$ cat src/rtl/tbird_pkg.sv
// tbird_pkg: lamp pattern constants, mode encoding and state/pattern enums
// shared by the Thunderbird lamp monitor and its pattern decoder.
package tbird_pkg;

    localparam logic [5:0] LAMP_OFF = 6'b000000;
    localparam logic [5:0] LAMP_L1  = 6'b001000;
    localparam logic [5:0] LAMP_L2  = 6'b011000;
    localparam logic [5:0] LAMP_L3  = 6'b111000;
    localparam logic [5:0] LAMP_R1  = 6'b000100;
    localparam logic [5:0] LAMP_R2  = 6'b000110;
    localparam logic [5:0] LAMP_R3  = 6'b000111;
    localparam logic [5:0] LAMP_HAZ = 6'b111111;

    localparam logic [1:0] MODE_OFF   = 2'b00;
    localparam logic [1:0] MODE_LEFT  = 2'b01;
    localparam logic [1:0] MODE_RIGHT = 2'b10;
    localparam logic [1:0] MODE_HAZ   = 2'b11;

    typedef enum logic [3:0] {
        P_OFF, P_L1, P_L2, P_L3, P_R1, P_R2, P_R3, P_HAZ, P_ILL
    } pat_t;

    typedef enum logic [3:0] {
        S_IDLE, S_L1, S_L2, S_L3, S_R1, S_R2, S_R3, S_HAZ, S_ERR
    } state_t;

    function automatic logic [1:0] state_mode(state_t s);
        return (s inside {S_L1, S_L2, S_L3}) ? MODE_LEFT :
               (s inside {S_R1, S_R2, S_R3}) ? MODE_RIGHT :
               (s == S_HAZ)                  ? MODE_HAZ : MODE_OFF;
    endfunction

endpackage

$ cat src/rtl/tbird_lamp_decode.sv
// tbird_lamp_decode: classifies a raw lamp vector into one of the legal
// patterns, or P_ILL for anything else.
module tbird_lamp_decode
    import tbird_pkg::*;
(
    input  logic [5:0] lamps,
    output pat_t       pat
);

    always_comb begin
        pat = (lamps == LAMP_OFF) ? P_OFF :
              (lamps == LAMP_L1)  ? P_L1  :
              (lamps == LAMP_L2)  ? P_L2  :
              (lamps == LAMP_L3)  ? P_L3  :
              (lamps == LAMP_R1)  ? P_R1  :
              (lamps == LAMP_R2)  ? P_R2  :
              (lamps == LAMP_R3)  ? P_R3  :
              (lamps == LAMP_HAZ) ? P_HAZ : P_ILL;
    end

endmodule

$ cat src/rtl/tbird_lamp_monitor.sv
// tbird_lamp_monitor: checks stepped lamp patterns against the legal
// left/right/hazard sequences, counting completions and flagging errors.
module tbird_lamp_monitor
    import tbird_pkg::*;
#(
    parameter int HOLD_MAX = 2
) (
    input  logic       clk,
    input  logic       clr,
    input  logic       en,
    input  logic       step,
    input  logic [5:0] lamps,
    output logic [1:0] mode,
    output logic       cycle_done,
    output logic [7:0] cycle_count,
    output logic       error
);

    localparam int HW = $clog2(HOLD_MAX + 2);

    pat_t          pat;
    state_t        state, nxt, fin;
    logic [HW-1:0] hold;
    logic          held, over, done;

    tbird_lamp_decode u_decode (.lamps(lamps), .pat(pat));

    always_comb begin
        nxt = S_ERR;
        case (state)
            S_IDLE:  nxt = (pat == P_OFF) ? S_IDLE : (pat == P_L1) ? S_L1 :
                           (pat == P_R1) ? S_R1 : (pat == P_HAZ) ? S_HAZ : S_ERR;
            S_L1:    nxt = (pat == P_L1) ? S_L1 : (pat == P_L2) ? S_L2 : (pat == P_HAZ) ? S_HAZ : S_ERR;
            S_L2:    nxt = (pat == P_L2) ? S_L2 : (pat == P_L3) ? S_L3 : (pat == P_HAZ) ? S_HAZ : S_ERR;
            S_R1:    nxt = (pat == P_R1) ? S_R1 : (pat == P_R2) ? S_R2 : (pat == P_HAZ) ? S_HAZ : S_ERR;
            S_R2:    nxt = (pat == P_R2) ? S_R2 : (pat == P_R3) ? S_R3 : (pat == P_HAZ) ? S_HAZ : S_ERR;
            S_L3:    nxt = (pat == P_L3) ? S_L3 : (pat == P_OFF) ? S_IDLE : S_ERR;
            S_R3:    nxt = (pat == P_R3) ? S_R3 : (pat == P_OFF) ? S_IDLE : S_ERR;
            S_HAZ:   nxt = (pat == P_HAZ) ? S_HAZ : (pat == P_OFF) ? S_IDLE : S_ERR;
            default: nxt = (pat == P_OFF) ? S_IDLE : S_ERR;
        endcase
        // hold counts steps already spent on the current pattern
        held = (nxt == state) && !(state inside {S_IDLE, S_ERR});
        over = held && (hold >= HW'(HOLD_MAX));
        fin  = over ? S_ERR : nxt;
        done = (fin == S_IDLE) && (state inside {S_L3, S_R3, S_HAZ});
    end

    always_ff @(posedge clk or negedge clr) begin
        if (!clr) begin
            state       <= S_IDLE;
            hold        <= '0;
            mode        <= MODE_OFF;
            cycle_done  <= 1'b0;
            cycle_count <= 8'd0;
            error       <= 1'b0;
        end else begin
            cycle_done <= 1'b0;
            if (en && step) begin
                state       <= fin;
                hold        <= (fin inside {S_IDLE, S_ERR}) ? '0 : held ? hold + 1'b1 : HW'(1);
                mode        <= state_mode(fin);
                cycle_done  <= done;
                cycle_count <= cycle_count + {7'd0, done && (cycle_count != 8'hff)};
                error       <= error | (fin == S_ERR);
            end
        end
    end

endmodule

$ cat config.mk
export PLATFORM = sky130hd
export DESIGN_NAME = tbird_lamp_monitor
export DESIGN_NICKNAME = d
export VERILOG_FILES = /design/src/rtl/tbird_pkg.sv /design/src/rtl/tbird_lamp_decode.sv /design/src/rtl/tbird_lamp_monitor.sv
export SDC_FILE = /design/constraint.sdc
export NUM_CORES = 1
export LEC_CHECK = 0
export BUFFER_PORTS_ARGS = -buffer_cell sky130_fd_sc_hd__buf_2
export CAP_MARGIN = 0
export CORE_ASPECT_RATIO = 1.4
export CORE_MARGIN = 2
export CORE_UTILIZATION = 40
export CTS_CLUSTER_DIAMETER = 40
export DETAILED_ROUTE_END_ITERATION = 10
export PLACE_DENSITY = 0.62
export SKIP_LAST_GASP = 1
export SLEW_MARGIN = 0
export SYNTH_ARGS = -nofsm -noshare
export SYNTH_HDL_FRONTEND = slang
export SYNTH_SLANG_ARGS = --single-unit
$ cat constraint.sdc
create_clock -name clk -period 5 [get_ports clk]
set_input_delay 0.75 -clock clk [delete_from_list [all_inputs] [get_ports clk]]
set_output_delay 0.75 -clock clk [all_outputs]
set_load 0.03 [all_outputs]
==> impl_metrics.csv <==
group,metric,value,unit
run_status,status,"completed",
critical_path,cpPeakStageDelay,570,ps
global_route,grt_pass1_vias,1255,
critical_path,cp_max_fo,8,
timing,period_needed,3250,ps
cts,clock_sinks,18,
detailed_routing,routed_via_density,5.96,
power_and_ir_drop,p_leak,0.698,nW
floorplan,die_x,54.3,um
detailed_routing,drtAntennaViolNets,0,
critical_path,r2r-start,"state[1]$_DFFE_PN0P_",
floorplan,start_util,42.0,%
cells_and_area,syn2layout_area_growth,10.8,%
yosys,synth_edf_count,0,
global_route,gr-total-overflow,0,
cts,cts_root_buffer,"clkbuf_8",
critical_path,crit_slowest_cell,"or4_4",
critical_path,critical_path.top_delay_family,"simple AND/OR/NAND/NOR gates",
timing,timing.final.crit_share,65.0,%
worst_hold_path,min_path_type,"primary input to asynchronous set/reset pin",
timing,relSlewSlack,56.6,%
critical_path,critPathBufInv,1,
cts,clkLatencyLatePin,260,ps
yosys,syn_area,0.00142,mm2
floorplan,ios,22,
detailed_routing,post_drt_wl_per_cell,15.5,um
cts,max-clock-path-buffers,2,
placement,port-buffer-count,21,
cts,tritoncts,"built",
timing,drv_slew,0,
critical_path,crit_required,5140,ps
critical_path,crit_start,"lamps[0]",
power_and_ir_drop,power_density,273,mW/mm2
timing,finClkSkew,1.67,ps
yosys,postSynthAreaPerCell,8.35,um2
detailed_routing,vias,1330,
cells_and_area,multi_input_area,893,um2
detailed_routing,drtIter0Drc,35,
cts,numCtsBuffers,3,
critical_path,arrival,3400,ps
timing,setup_viol,0,
yosys,yosysSeqAreaShare,31.7,%
placement,dp_cells,219,
detailed_routing,dr.pass1.iters,4,
floorplan,dieArea,0.00405,mm2
placement,gp_congestion,0.857,
critical_path,r2r_slack,1810,ps
cells_and_area,fillCellCount,347,
global_route,grt_pass1_wl,5940,um
yosys,ys_types,51,
yosys,postSynth.asyncResetShare,100,%
cells_and_area,seqCellArea,450,um2
cts,cts-htree-levels,1,
global_route,track_usage,19.8,%
timing,timing.fmax,0.308,GHz
detailed_routing,drt_wl_total,3450,um
global_route,grt_max_degree,20,
timing,setup_tns,0,ps
job,cap_violations,0,
cells_and_area,fin_nets,197,
critical_path,cpMostUsedCell,"ha_1",
critical_path,cp_cell_sequence,"buf_2 -> or4_4 -> o31ai_4 -> a21oi_2 -> nor4_4 -> nand4b_1 -> nor4_1 -> ha_1 -> ha_1 -> and3_1 -> nand4_1 -> xnor2_1",
floorplan,rows,25,
floorplan,core,0.00338,mm2
yosys,ys.flop_type,"dfrtp_1",
yosys,netlist_instances,170,
placement,hpwl,2680,um
critical_path,crit_path_start_kind,"primary input",
cts,postCtsResizedCells,0,
yosys,synth.net_count,183,
critical_path,worst-setup-path-type,"primary input to register",
cts,clkTransAtPathRegs,70,ps
power_and_ir_drop,vdd_ir_drop_max,0.000178,V
cts,postCtsSetupRepairBufs,0,
cells_and_area,layout-drive-gt1-share,18.6,%
cells_and_area,diodes,0,
yosys,ys_ff_latch,18,
global_route,antenna_found_initial,0,
cells_and_area,stdcell_count,223,
timing,tightestPinTransition,652,ps
critical_path,worst_setup_path_end_kind,"register",
timing,rsz0062_at_grt,"no",
timing,hold_violations,0,
detailed_routing,drcViolationCount,0,
cts,cts-hold-fix-buffers,0,
floorplan,chipHeight,74.5,um
yosys,yosys_warnings,0,
==> final timing paths <==
path / endpoint / cells past startpoint
worst max-delay path: cycle_count[6]$_DFFE_PN0P_ / 12
worst min-delay path: cycle_count[5]$_DFFE_PN0P_ / 1
worst max register to register: cycle_count[6]$_DFFE_PN0P_ / 11
worst min register to register: error$_DFFE_PN0P_ / 1
max in group asynchronous: hold[1]$_DFFE_PN0P_ / 1
min in group clk: error$_DFFE_PN0P_ / 1
==> worst register-to-register path, stage by stage, from the launching register on <==
cell and delay (ps):
dfrtp_1 740, nand2b_1 260, nor2_1 90, a41o_1 290
nor4_4 370, nand4b_1 230, nor4_1 300, ha_1 220
ha_1 160, and3_1 170, nand4_1 110, xnor2_1 150
==> registers in the layout, summed over array words and instances (netlist names) <==
register	count
hold	2
error	1
cycle_done	1
cycle_count	8
state	4
mode	2
==> metrics by stage <==
| stage | power (mW) | area, um2 | setup slack [ps] | util (%) | hold slack [ps] |
|---|---|---|---|---|---|
| global placement | 0.308 | 1520 | 1530 | 44.9 | 450 |
| floorplan | 0.278 | 1420 | 1690 | - | 454 |
| finish | 0.430 | 1570 | 1750 | 46.6 | 414 |
| detailed placement | 0.311 | 1520 | 1450 | 44.9 | 455 |
| global route | 0.458 | 1570 | 1470 | 46.6 | 447 |
| CTS | 0.433 | 1570 | 1720 | 46.6 | 428 |
==> metal layers <==
metal | global-route usage, % | vias to the layer above | routed length (um)
met1 | 24.3 | 627 | 1370
li1 | - | 656 | -
met5 | 0 | - | 0
met4 | 8.89 | 0 | 72
met3 | 1.81 | 6 | 155
met2 | 34.0 | 41 | 1850
==> report_power, final <==
part / total, mW / internal, mW / leakage [nW] / switching, mW
logic: 0.115 / 0.0436 / 0.437 / 0.0715
clock network: 0.122 / 0.0701 / 0.0288 / 0.0515
registers: 0.193 / 0.160 / 0.232 / 0.0333
==> layout make-up <==
type | instances | share of cell area [%]
Sequential cell | 18 | 28.6
Timing Repair Buffer | 21 | 6.68
Multi-Input combinational cell | 135 | 56.8
Inverter | 5 | 1.19
Tap cell | 40 | 3.18
Clock buffer | 4 | 3.50
==> cells in the mapped netlist (all sizes together) (4+ instances only) <==
cell	n	area (um2)
mux2i	4	43.8
a21oi	8	43.8
dfrtp	18	450
nand4	7	43.8
nand2	20	75.1
a211oi	5	37.5
o21ai	6	30.0
nor2	20	75.1
inv	5	18.8
nor4	8	65.1
xnor2	5	43.8
buf	4	26.3
nor3	7	35.0
clkbuf	8	30.0
==> cell usage in the layout (no fill, tap or decap), types with 2 or more instances in the layout <==
cell,synthesis,final
buf_2,3,21
nand3_1,2,2
a211oi_1,5,5
o21ai_0,6,6
nand3b_1,3,3
a21oi_1,7,7
nor4_1,7,7
mux2i_1,3,3
a21o_1,2,2
or3_1,3,3
nor2_1,20,20
ha_1,3,3
clkbuf_8,0,4
nand4_1,7,7
dfrtp_1,18,18
nand2_1,20,20
xnor2_1,5,5
xor2_1,2,2
inv_1,5,5
nor3_1,7,7
nor2b_1,3,3
and2_1,2,2
==> logic make-up after synthesis <==
family	after synthesis	synth area share, %
simple gates	86	34.0
mux	4	3.09
fa+ha+maj	4	3.35
flops	18	31.7
compound gates	34	18.3
buf+inv	17	5.29
xor+xnor	7	4.32
Power figures use the tool's default switching activity.
